--- src/rtl/ram_bus_master.sv ---
// Buffers read/write commands and plays them one at a time onto a cs/rw RAM slave; cs rises one edge after push.
// cmd_ready drops when the FIFO is full; a held response blocks the next launch until it is accepted.
module ram_bus_master #(
  parameter int FIFO_DEPTH = 4,
  parameter int TIMEOUT    = 16
) (
  input  logic        clk,
  input  logic        reset_n,
  input  logic        cmd_valid,
  output logic        cmd_ready,
  input  logic        cmd_rw,
  input  logic [15:0] cmd_addr,
  input  logic [31:0] cmd_wdata,
  output logic        rsp_valid,
  input  logic        rsp_ready,
  output logic [31:0] rsp_rdata,
  output logic        rsp_err,
  output logic        cs,
  output logic        rw,
  output logic [15:0] addr,
  output logic [31:0] data_in,
  input  logic        ready,
  input  logic [31:0] data_out
);
  localparam int AW = $clog2(FIFO_DEPTH);
  localparam int CW = $clog2(TIMEOUT);

  typedef struct packed {
    logic        rw;
    logic [15:0] addr;
    logic [31:0] wdata;
  } cmd_t;

  typedef enum logic [1:0] {IDLE, REQ, GAP} state_t;

  cmd_t        mem_q [FIFO_DEPTH];
  logic [AW:0] wr_ptr_q, rd_ptr_q;
  logic        empty, full, push, pop, start;
  cmd_t        head;

  state_t      state_q, state_d;
  logic        cs_q, cs_d;
  logic        rw_q, rw_d;
  logic [15:0] addr_q, addr_d;
  logic [31:0] data_in_q, data_in_d;
  logic [CW-1:0] cnt_q, cnt_d;
  logic        rsp_valid_q, rsp_valid_d;
  logic [31:0] rsp_rdata_q, rsp_rdata_d;
  logic        rsp_err_q, rsp_err_d;

  // Pointers carry one extra wrap bit so full and empty are distinguishable.
  assign empty     = (wr_ptr_q == rd_ptr_q);
  assign full      = (wr_ptr_q[AW] != rd_ptr_q[AW]) && (wr_ptr_q[AW-1:0] == rd_ptr_q[AW-1:0]);
  assign cmd_ready = !full;
  assign push      = cmd_valid && cmd_ready;
  assign head      = mem_q[rd_ptr_q[AW-1:0]];
  assign start     = !empty && (!rsp_valid_q || rsp_ready);

  always_ff @(posedge clk) begin
    if (push) mem_q[wr_ptr_q[AW-1:0]] <= '{rw: cmd_rw, addr: cmd_addr, wdata: cmd_wdata};
  end

  always_ff @(posedge clk or negedge reset_n) begin
    if (!reset_n) begin
      wr_ptr_q    <= '0;
      rd_ptr_q    <= '0;
      state_q     <= IDLE;
      cs_q        <= 1'b0;
      rw_q        <= 1'b0;
      addr_q      <= '0;
      data_in_q   <= '0;
      cnt_q       <= '0;
      rsp_valid_q <= 1'b0;
      rsp_rdata_q <= '0;
      rsp_err_q   <= 1'b0;
    end else begin
      if (push) wr_ptr_q <= wr_ptr_q + 1'b1;
      if (pop)  rd_ptr_q <= rd_ptr_q + 1'b1;
      state_q     <= state_d;
      cs_q        <= cs_d;
      rw_q        <= rw_d;
      addr_q      <= addr_d;
      data_in_q   <= data_in_d;
      cnt_q       <= cnt_d;
      rsp_valid_q <= rsp_valid_d;
      rsp_rdata_q <= rsp_rdata_d;
      rsp_err_q   <= rsp_err_d;
    end
  end

  always_comb begin
    state_d     = state_q;
    cs_d        = cs_q;
    rw_d        = rw_q;
    addr_d      = addr_q;
    data_in_d   = data_in_q;
    cnt_d       = cnt_q;
    rsp_valid_d = rsp_valid_q && !rsp_ready;
    rsp_rdata_d = rsp_rdata_q;
    rsp_err_d   = rsp_err_q;
    pop         = 1'b0;
    case (state_q)
      REQ: begin
        cnt_d = cnt_q + 1'b1;
        // A completion on the last allowed cycle still counts as success.
        if (ready) begin
          cs_d        = 1'b0;
          rsp_valid_d = 1'b1;
          rsp_err_d   = 1'b0;
          rsp_rdata_d = rw_q ? data_out : 32'h0;
          state_d     = GAP;
        end else if (cnt_q == CW'(TIMEOUT - 1)) begin
          cs_d        = 1'b0;
          rsp_valid_d = 1'b1;
          rsp_err_d   = 1'b1;
          rsp_rdata_d = 32'h0;
          state_d     = GAP;
        end
      end
      default: begin
        state_d = IDLE;
        if (start) begin
          pop       = 1'b1;
          cs_d      = 1'b1;
          rw_d      = head.rw;
          addr_d    = head.addr;
          data_in_d = head.wdata;
          cnt_d     = '0;
          state_d   = REQ;
        end
      end
    endcase
  end

  assign cs        = cs_q;
  assign rw        = rw_q;
  assign addr      = addr_q;
  assign data_in   = data_in_q;
  assign rsp_valid = rsp_valid_q;
  assign rsp_rdata = rsp_rdata_q;
  assign rsp_err   = rsp_err_q;
endmodule
--- config.mk ---
export PLATFORM = sky130hd
export DESIGN_NAME = ram_bus_master
export DESIGN_NICKNAME = d
export VERILOG_FILES = /design/src/rtl/ram_bus_master.sv
export SDC_FILE = /design/constraint.sdc
export NUM_CORES = 1
export LEC_CHECK = 0
export BUFFER_PORTS_ARGS = -buffer_cell sky130_fd_sc_hd__buf_2
export CAP_MARGIN = 15
export CORE_AREA = 10 10 191 148
export CTS_CLUSTER_SIZE = 14
export DETAILED_ROUTE_END_ITERATION = 8
export DIE_AREA = 0 0 201 158
export MAX_ROUTING_LAYER = met4
export PLACE_DENSITY = 0.78
export SETUP_SLACK_MARGIN = 0.4
export SKIP_LAST_GASP = 1
export SYNTH_ARGS = -nofsm -noshare
export SYNTH_HDL_FRONTEND = slang
export SYNTH_SLANG_ARGS = --single-unit
--- constraint.sdc ---
create_clock -name clk -period 2.31 [get_ports clk]
set_input_delay 0.462 -clock clk [delete_from_list [all_inputs] [get_ports clk]]
set_output_delay 0.462 -clock clk [all_outputs]
set_load 0.05 [all_outputs]
==> impl_metrics.py <==
metrics = {
    "outcome": {
        "status": "complete, no violations",
    },
    "routing": {
        "drcViolationCount": 0,
        "routed_wl_um": 23200,
        "via_per_inst": 5.00,
        "wl_per_cell_um": 20.5,
        "drtIter0Drc": 220,
        "ant_nets": 0,
        "vias": 5669,
        "drtPass1Iterations": 4,
    },
    "clock_network": {
        "clk_path_buf_depth": 3,
        "cts_tree": "done",
        "clockRootBuffer": "clkbuf_16",
        "clock-sinks": 292,
        "htreeDepth": 1,
        "clk_latency_ns": 0.55,
        "clk_pin_slew_ns": 0.06,
        "cts_buffers": 28,
    },
    "synthesis": {
        "syn_inst": 565,
        "ys_seq_elements": 292,
        "synth_cell_types": 28,
        "synth.net_count": 657,
        "async_reset_ff_share_pct": 32.9,
        "synthTopCellsByArea": "edfxtp_1, dfrtp_1, mux4_2, mux2_1, mux2_2",
        "yosysSeqAreaShare_pct": 76.2,
        "synth_edf_count": 196,
        "synth_ff_type": "edfxtp_1",
        "yosysTopAreaCellShare_pct": 54.1,
        "synth_top_area_cell": "edfxtp_1",
        "postSynthAreaPerCell_um2": 19.3,
        "synth_area_um2": 10900,
        "yosysWarnings": 0,
    },
    "layout": {
        "n_fill_cell": 1942,
        "nets": 862,
        "final_cell_mix": "edfxtp_1, buf_2, dfrtp_1",
        "drive_gt1_share_pct": 41.5,
        "area_delta_synth_final_pct": 23.3,
        "multiInputGateArea_um2": 2500,
        "final_common_cell": "edfxtp_1",
        "regArea_um2": 8300,
    },
    "worst_setup_path": {
        "required_ns": 1.85,
        "critical_path.top_delay_family": "flip-flops",
        "crit_type": "flop to output port",
        "start_kind": "flop",
        "cp.buffers_inverters": 1,
        "cp.arrival_ns": 1.55,
        "crit_chain": "xnor2_4 > nand3b_1 > buf_6",
        "worst_setup_path_end_kind": "output port",
        "cp_slowest_cell": "dfrtp_4",
        "cp_slowest_stage_delay_ns": 0.50,
        "crit_path_max_fanout": 2,
    },
    "grt": {
        "grt_pass1_vias": 6094,
        "track_usage_pct": 14.6,
        "grt_pass1_wl_um": 35400,
        "globalRouteOverflowTotal": 0,
        "antenna_found_initial": 4,
        "grt_max_degree": 65,
    },
    "timing": {
        "worstMarginPinSlew_ns": 0.442,
        "finalCriticalPeriod_ns": 2.01,
        "slew_violations": 0,
        "setup_tns_ns": 0,
        "finalCritPeriodShare_pct": 87.0,
        "fmax_mhz": 497,
        "finalSetupViolCount": 0,
        "slew_headroom_pct": 70.6,
        "skew_ns": 0.0159,
        "rsz0062_at_grt": "true",
        "fin_ws_ns": 0.299,
        "hold_viol_final": 0,
    },
    "min_path": {
        "hold_class": "primary input to flop",
    },
    "place": {
        "globalplace.congestion": 0.821,
        "place_hpwl_um": 15100,
        "port_buffers": 170,
        "dp_slack_ns": 0.422,
    },
    "die": {
        "num_rows": 50,
        "ios": 171,
        "start_util_pct": 44.2,
        "die_w_um": 201,
        "die_h_um": 158,
        "dieArea_um2": 31800,
        "coreArea_um2": 24600,
    },
    "power": {
        "vdd_drop_max_uv": 866,
        "cellLeakagePower_nw": 5.19,
        "power.density_nw_per_um2": 1540,
    },
    "flow_run": {
        "cap_violations": 0,
    },
}
## cell type report
class                      count  area share, %
clock inverter                14          0.952
sequential                   292           61.9
clock buffer                  38           5.50
inverter                       3         0.0840
antenna                        4         0.0746
multi-input combinational    241           18.7
timing repair buffer         204           9.69
tap                          338           3.15
## repair_timing
item	4_1_cts	5_1_grt
gates resized for setup	3	9
gates cloned	0	3
endpoints found under the hold margin	28	0
pin swaps	3	5
setup endpoints to repair	1	131
buffers inserted	5	4
hold buffers	1	0
## stage by stage
step | cells | power, mW | area, µm² | hold slack, ns | utilization (%)
after CTS | 1123 | 20.6 | 13300 | 0.103 | 54.0
after floorplan | 565 | 13.9 | 11000 | 0.166 | -
after global routing | 1134 | 21.8 | 13400 | 0.0998 | 54.5
after global placement | 1065 | 15.9 | 12400 | 0.440 | 50.3
final | 1134 | 20.7 | 13400 | 0.128 | 54.5
after detailed placement | 1065 | 16.1 | 12400 | 0.446 | 50.3
## cell families (layout without fill, tap and decap cells)
kind of cell | count (synthesis) | after routing | synth area share, %
XOR/XNOR | 8 | 8 | 0.644
AND/OR/NAND/NOR | 84 | 84 | 3.19
other | 0 | 4 | 0
flip-flops | 292 | 292 | 76.2
multiplexers | 101 | 101 | 15.5
adder cells (fa/ha/maj) | 6 | 6 | 0.690
buffers and inverters | 32 | 259 | 1.54
AO/OA/AOI/OAI | 42 | 42 | 2.22
## routing by layer
metal / routed length (µm) / vias up / share of wire, % / track usage [%]
li1: - / 2579 / - / -
met1: 10300 / 2863 / 45 / 18.6
met2: 10900 / 191 / 47 / 22.9
met3: 1660 / 36 / 7.1 / 4.15
met4: 354 / 0 / 1.5 / 3.13
met5: 0 / - / 0 / -
## final timing paths
check	from	end	slack [ns]	cells after the start
worst max-delay path	rd_ptr_q[0]	cmd_ready	0.30	3
worst min-delay path	cmd_wdata[17]	mem_q[0][17]	0.13	1
worst max register to register	rd_ptr_q[1]	data_in[24]	0.45	6
worst min register to register	rsp_rdata[15]	rsp_rdata[15]	0.47	2
max in group asynchronous	reset_n	data_in[3]	1.25	3
min in group asynchronous	reset_n	rsp_rdata[21]	0.42	2
## synthesized netlist by cell type, types with 2 or more instances
master,instances
buf_6,5
nor2b_1,2
nor2_1,2
dfrtp_1,96
edfxtp_1,196
a21oi_1,2
mux2_1,27
a21o_1,2
buf_2,8
clkbuf_1,16
and3_1,5
o21ai_0,35
xor2_1,3
mux4_2,49
nand2_1,69
inv_1,3
ha_1,6
mux2_2,25
xnor2_1,5
## power by group
part	switching, mW	internal, mW	total, mW
sequential	0.623	7.28	7.90
combinational	5.27	3.21	8.48
clock	1.86	2.46	4.32
total	7.75	13.0	20.7
## sequential cells by signal, indices dropped and copies added, names as in the netlist
signal	count
rw	1
rsp_err	1
state_q	2
data_in	32
cs	1
wr_ptr_q	3
mem_q	196
addr	16
rsp_valid	1
rd_ptr_q	3
rsp_rdata	32
cnt_q	4
Note: power is estimated with default switching activity, not from simulation.
